`config.mk`:
```
export PLATFORM = sky130hd
export DESIGN_NAME = wb_grf
export DESIGN_NICKNAME = d
export VERILOG_FILES = /design/src/rtl/wb_grf.sv
export SDC_FILE = /design/constraint.sdc
export NUM_CORES = 2
export LEC_CHECK = 0
export BUFFER_PORTS_ARGS = -buffer_cell sky130_fd_sc_hd__buf_4
export CELL_PAD_IN_SITES_DETAIL_PLACEMENT = 0
export CELL_PAD_IN_SITES_GLOBAL_PLACEMENT = 1
export CORE_ASPECT_RATIO = 0.9
export CORE_MARGIN = 3
export CORE_UTILIZATION = 40
export DETAILED_ROUTE_END_ITERATION = 12
export GPL_TIMING_DRIVEN = 1
export PLACE_DENSITY_LB_ADDON = 0.1
export SYNTH_ARGS = -nofsm -noshare
export SYNTH_HDL_FRONTEND = slang
export SYNTH_SLANG_ARGS = --single-unit
export TNS_END_PERCENT = 10
```
`constraint.sdc`:
```
create_clock -name clk -period 2.3 [get_ports clk]
set_input_delay 0.345 -clock clk [delete_from_list [all_inputs] [get_ports clk]]
set_output_delay 0.345 -clock clk [all_outputs]
set_load 0.01 [all_outputs]
```
`src/rtl/wb_grf.sv`:
```
// Writeback stage and 32x32 general register file with same-cycle write bypass,
// registered commit log and commit counter for trace.
module wb_grf #(
  parameter bit RESET_ZERO = 1'b1
) (
  input  logic        clk,
  input  logic        reset,
  input  logic [31:0] ALUResult_WB,
  input  logic [31:0] ReadData_WB,
  input  logic [31:0] PC8_WB,
  input  logic [31:0] PC_WB,
  input  logic [1:0]  WDCtrl_WB,
  input  logic        GRFWE_WB,
  input  logic [4:0]  WA_WB,
  input  logic [4:0]  RA1,
  input  logic [4:0]  RA2,
  output logic [31:0] RD1,
  output logic [31:0] RD2,
  output logic [31:0] WD_WB,
  output logic        log_valid,
  output logic [31:0] log_pc,
  output logic [31:0] log_data,
  output logic [4:0]  log_addr,
  output logic [31:0] commit_count,
  output logic        wdctrl_err
);

  logic [31:0] regs_q [32];
  logic [31:0] regs_d [32];
  logic        log_valid_q, log_valid_d;
  logic [31:0] log_pc_q, log_pc_d;
  logic [31:0] log_data_q, log_data_d;
  logic [4:0]  log_addr_q, log_addr_d;
  logic [31:0] commit_count_q, commit_count_d;
  logic        wdctrl_err_q, wdctrl_err_d;
  logic        commit;
  logic        illegal_sel;

  always_comb begin
    WD_WB = 32'h0;
    unique case (WDCtrl_WB)
      2'b00:   WD_WB = ALUResult_WB;
      2'b01:   WD_WB = ReadData_WB;
      2'b10:   WD_WB = PC8_WB;
      default: WD_WB = 32'h0;
    endcase
  end

  assign illegal_sel = GRFWE_WB && (WDCtrl_WB == 2'b11);
  assign commit      = !reset && GRFWE_WB && (WA_WB != 5'd0) && (WDCtrl_WB != 2'b11);

  // Register 0 is forced to read zero so it stays zero even without a clearing reset.
  always_comb begin
    RD1 = regs_q[RA1];
    if (RA1 == 5'd0)                 RD1 = 32'h0;
    else if (commit && WA_WB == RA1) RD1 = WD_WB;
    RD2 = regs_q[RA2];
    if (RA2 == 5'd0)                 RD2 = 32'h0;
    else if (commit && WA_WB == RA2) RD2 = WD_WB;
  end

  always_comb begin
    regs_d         = regs_q;
    log_valid_d    = commit;
    log_pc_d       = log_pc_q;
    log_data_d     = log_data_q;
    log_addr_d     = log_addr_q;
    commit_count_d = commit_count_q;
    wdctrl_err_d   = wdctrl_err_q || (illegal_sel && !reset);
    if (reset) begin
      if (RESET_ZERO) begin
        for (int i = 0; i < 32; i++) regs_d[i] = 32'h0;
      end
      log_valid_d    = 1'b0;
      log_pc_d       = 32'h0;
      log_data_d     = 32'h0;
      log_addr_d     = 5'd0;
      commit_count_d = 32'h0;
      wdctrl_err_d   = 1'b0;
    end else if (commit) begin
      regs_d[WA_WB]  = WD_WB;
      log_pc_d       = PC_WB;
      log_data_d     = WD_WB;
      log_addr_d     = WA_WB;
      commit_count_d = commit_count_q + 32'd1;
    end
  end

  always_ff @(posedge clk) begin
    regs_q         <= regs_d;
    log_valid_q    <= log_valid_d;
    log_pc_q       <= log_pc_d;
    log_data_q     <= log_data_d;
    log_addr_q     <= log_addr_d;
    commit_count_q <= commit_count_d;
    wdctrl_err_q   <= wdctrl_err_d;
  end

  assign log_valid    = log_valid_q;
  assign log_pc       = log_pc_q;
  assign log_data     = log_data_q;
  assign log_addr     = log_addr_q;
  assign commit_count = commit_count_q;
  assign wdctrl_err   = wdctrl_err_q;

endmodule

```
* Word-level counts from Yosys, hierarchy flattened *
Index checks and enable logic that the tools add are counted.
Widths: inputs -> output; s select.

word-level totals
  register bits = 1127
  input port bits = 148
  output and inout bits = 199
  word-level logic and storage cells = 80

operators by class
  $add $sub $neg = 1
  magnitude comparators = 4
  equal/unequal tests = 6
  muxes and demuxes = 14
  bitwise operators = 3
  reductions and logical operators = 14

operators by type and width
  cell                   number
  $bwmux 1024            1
  $bmux 32 s5            2
  $mux 32                9
  $demux 32 s5           1
  $pmux 32 s3            1
  $add 32x1->32 const B  1
  $ge 6x6->1 const B     3
  $not 5->6              3
  $eq 5x5->1             2
  $logic_not 5->1        2
  $logic_and 1x1->1      8
  $lt 6x1->1 const B     1
  $reduce_bool 5->1      1
  $eq 2x2->1 const B     2
  $eq 2x1->1 const B     1
  $logic_not 2->1        1
  $ne 2x2->1 const B     1
  $logic_not 1->1        1
  $logic_or 1x1->1       1

* Depth between registers and ports, before layout *
  depth after elaboration = 7
  gate-level depth with buffers = 11
  gate-level depth less buffers = 7

* Worst setup path after synthesis *
OpenSTA, ideal clock, no wires.

  kind = in2out
  from = in RA2[1]
  to = out RD2[10]
  data arrival time = 2146 ps
  required time = 1955 ps
  setup slack = -191 ps
  stages on the path = 8
  path buffers = 3
  cell sequence = buf_2 -> buf_2 -> buf_1 -> mux4_2 -> or2_2 -> a21oi_1 -> o22ai_1 -> o21a_1

on the way
  cells in the longest elaborated chain, start to end = 6
  elaborated cells between the ends (all ways) = 9
  those cells by class = eq/ne (1); mux (5); bitwise (1); reduce/logical (2)

RTL lines
  what                                         RTL line  RTL
  from (decl)                                  16        input logic [4:0] RA2,
  $not 5->6 (implied by the code)              57        RD2 = regs_q[RA2];
  $bmux 32 s5                                  57
  $mux 32 (implied by the code) (2 in series)  57
  $mux 32                                      59        else if (commit && WA_WB == RA2) RD2 = WD_WB;
  $mux 32 (*)                                  58        if (RA2 == 5'd0) RD2 = 32'h0;
  to (decl)                                    18        output logic [31:0] RD2,

Every way passes the cells marked *; elsewhere a longest branch is shown, timed or not. The select of a mux whose other input is x is not followed.

* Final worst setup path *
  from = in RA1[4]
  to = out RD1[21]

on the way
  cells in the longest elaborated chain, start to end = 6
  elaborated cells between the ends (all ways) = 9
  those cells by class = eq/ne (1); mux (5); bitwise (1); reduce/logical (2)

RTL lines
  what                                         RTL line  RTL
  from (decl)                                  15        input logic [4:0] RA1,
  $not 5->6 (implied by the code)              54        RD1 = regs_q[RA1];
  $bmux 32 s5                                  54
  $mux 32 (implied by the code) (2 in series)  54
  $mux 32                                      56        else if (commit && WA_WB == RA1) RD1 = WD_WB;
  $mux 32 (*)                                  55        if (RA1 == 5'd0) RD1 = 32'h0;
  to (decl)                                    17        output logic [31:0] RD1,

Marked as above.

==> flow_summary.ini <==
[final_layout]
nNetsFinal = 6597
final_cell_area_um2 = 73800
flow.area_growth_from_synthesis_pct = 31.9
layout.core_utilization = 0.534
layout_commonest_cell = nor2_1
drive_above_1_share = 0.337
most-common-layout-cells = nor2_1, dfxtp_1, a211oi_1, buf_4, mux4_2

[die]
initial_util = 0.405
io-pin-count = 347
floorplan.core_area_um2 = 138000
die_h_um = 361
floorplan.rows = 129
fp.dieArea_um2 = 144000
chipWidth_um = 400

[global_route]
grt_antenna_before_repair = 10
grtUsageTotal = 0.341
grt_pass1_vias = 49100
grt_first_pass_wirelength_um = 363000
maximum_number_of_pins_on_one_net_before_global_route_repair = 196
grt.overflow.total = 0

[setup_path]
cp_data_arrival_time_ps = 2600
worstPathRequired_ps = 1960
end_kind = primary output
timing_worst_setup_path_type = primary input to primary output
cp-start-kind = primary input
critical_path.max_fanout = 16

[drt]
drt_drc_violations_left = 0
drt_iter0_markers = 5823
first_pass_iters = 5
vias = 51800
drt.antenna.violating_nets = 0
drt_wl_cell_um = 30.3
avgViaCountPerCell = 6.18
totalWireLength_um = 254000

[synthesis]
synthFlopType = dfxtp_1
synth_enable_flop_cells = 0
synth_net_count = 5933
syn-cell-area_um2 = 56000
asyncSetResetFlopFracSynth = 0
synth_cells = 5784
post_synth.cell_area_avg_um2 = 9.68
synth_seq_cells = 1127
sequential_element_share_of_the_synthesized_area = 0.403
yosysUniqueCellTypes = 63
synthesis.yosys.warnings = 0

[run_status]
status = finished, violations left
violations = negative setup slack

[sta]
finClkSkew_ps = 9.17
slew_headroom = 0.282
timing.final.crit_period_ps = 2940
grt_setup_unrepaired = yes
tightestPinTransition_ps = 1080
highest_clock_frequency_the_design_can_meet_ghz = 0.340
final_max_slew_viol_count = 0
timing.final.crit_share = 1.28
timing.final.setup_violations = 64
setup_slack_of_the_critical_path_after_layout_ps = -644
totalNegativeSetupSlack_ps = -30470
finalHoldViolations = 0

[pwr]
irDropWorstVdd_uv = 599
switching_power_mw = 12.9
fin_total_pwr_mw = 47.0
p_sw_frac = 0.275
cellLeakagePower_nw = 26.1
p_int_mw = 34.1
pwr-share-seq = 0.422
p_clk_frac = 0.429
cellPowerDensity_nw_per_um2 = 637
power.combinational.fraction = 0.149

[clocking]
cts_max_level = 3
clk_pin_slew_worst_paths_ps = 60
clock_insertion_delay_worst_skew_ps = 740
tritoncts.num_buffers = 121
cts.sink_count = 1127
cts.root.buffer_cell = clkbuf_16
cts_tree = built
clockBufferDepth = 3

[place]
placement.io_buffers = 346
placed_cell_area_um2 = 67600
dp_hpwl_um = 177000
preCtsSetupSlack_ps = -1050
globalplace.congestion = 0.905

[hold_path]
hp-class = primary input to flop

[run]
cap_violations = 0
==> routing by layer <==
metal  up-vias  global-route usage  part of all wire
li1      23100                   -                 -
met1     25900               0.478              0.43
met2      2435               0.530              0.45
met3       440              0.0593             0.080
met4         6               0.120             0.038
met5         -                   0           0.00018
==> path summary, 6_finish.rpt <==
| path | from | end | slack [ps] | cells after the start |
|---|---|---|---|---|
| max | RA1[4] | RD1[21] | -640 | 11 |
| min | PC8_WB[5] | log_data[5] | 80 | 3 |
| max reg2reg | commit_count[18] | commit_count[23] | 180 | 5 |
| min reg2reg | log_pc[13] | log_pc[13] | 460 | 2 |
==> kinds of logic after synthesis <==
family,after synthesis,synth area share
AND/OR/NAND/NOR,1513,0.115
AO/OA/AOI/OAI,1671,0.213
adder cells (fa/ha/maj),1,0.000223
multiplexers,723,0.211
XOR/XNOR,24,0.00376
flip-flops,1127,0.403
buffers and inverters,725,0.0541
==> sequential cells by signal, indices dropped and copies added (netlist names) <==
register,flops
log_valid,1
log_data,32
wdctrl_err,1
log_addr,5
log_pc,32
regs_q,1024
commit_count,32
==> cell type report <==
type                    count  area, um^2
fillers                 12500       64300
multi-input cells        3932       32200
flip-flops and latches   1127       22700
repair buffers           1226       12500
clock buffers             177        3570
well taps                1834        2290
clock inverters            43         462
inverters                  40         151
diodes                      7        17.5
==> power groups by stage <==
| stage | clock [mW] | combinational, mW | sequential [mW] |
|---|---|---|---|
| 6_report | 20.2 | 7.01 | 19.8 |
| 5_1_grt | 21.2 | 7.26 | 19.8 |
| 4_1_cts | 20.4 | 6.83 | 19.8 |
| 3_5_place_dp | 0 | 6.53 | 20.2 |
| 3_3_place_gp | 0 | 6.52 | 20.2 |
| 2_1_floorplan | 0 | 2.87 | 20.2 |
==> worst max-delay path: stages <==
cell	delay (ps)
buf_4	300
buf_4	210
nand2b_1	150
buf_12	250
buf_4	160
nor2_1	70
nor3_4	250
nor3_2	80
a211oi_2	430
buf_4	210
buf_6	100
==> per-stage QoR <==
| step | hold WS, ps | cells |
|---|---|---|
| after floorplan | 451 | 5784 |
| after global placement | 443 | 8100 |
| after detailed placement | 447 | 8100 |
| after CTS | 19.0 | 8379 |
| after global routing | 78.4 | 8380 |
| final | 76.5 | 8386 |
==> cell usage after synthesis, types with 8 or more instances <==
cell      instances  area (um^2)
nand2_1         115          432
and2_1            8         50.1
nand2b_1         15         93.8
nor4_1           15         93.8
o311ai_0         10         87.6
o31ai_1          14          105
o21a_1           43          323
nand3_1          14         70.1
a211oi_2         10          125
or2_2            24          150
o211ai_1         14          105
a211oi_1       1031         7740
buf_2           159          796
nor3_1           52          260
clkbuf_1        466         1750
mux2i_1         261         2610
or4_1             8         60.1
o22ai_1         139          870
a22oi_1          16          120
nand4_1          16          100
buf_4            29          218
or3_1            11         68.8
a221oi_1         77          674
dfxtp_1        1127        22600
nor3_2           11          110
a21oi_1         184          921
a221o_1          14          140
buf_1            31          116
o21ai_0          87          435
mux4_2          355         8000
mux2_2          107         1200
inv_1            38          143
nor2_1         1149         4310
nor2b_1          38          238
xor2_1           17          149
o221ai_1         18          158
==> repair_timing <==
action	CTS	global route
hold endpoints to repair	48	0
endpoints found under the setup margin	65	66
setup buffers	8	1
resized for setup	259	118
pin swaps	51	43
cloned	1	0
hold buffers	58	0
Note: power is estimated with default switching activity, not from simulation.
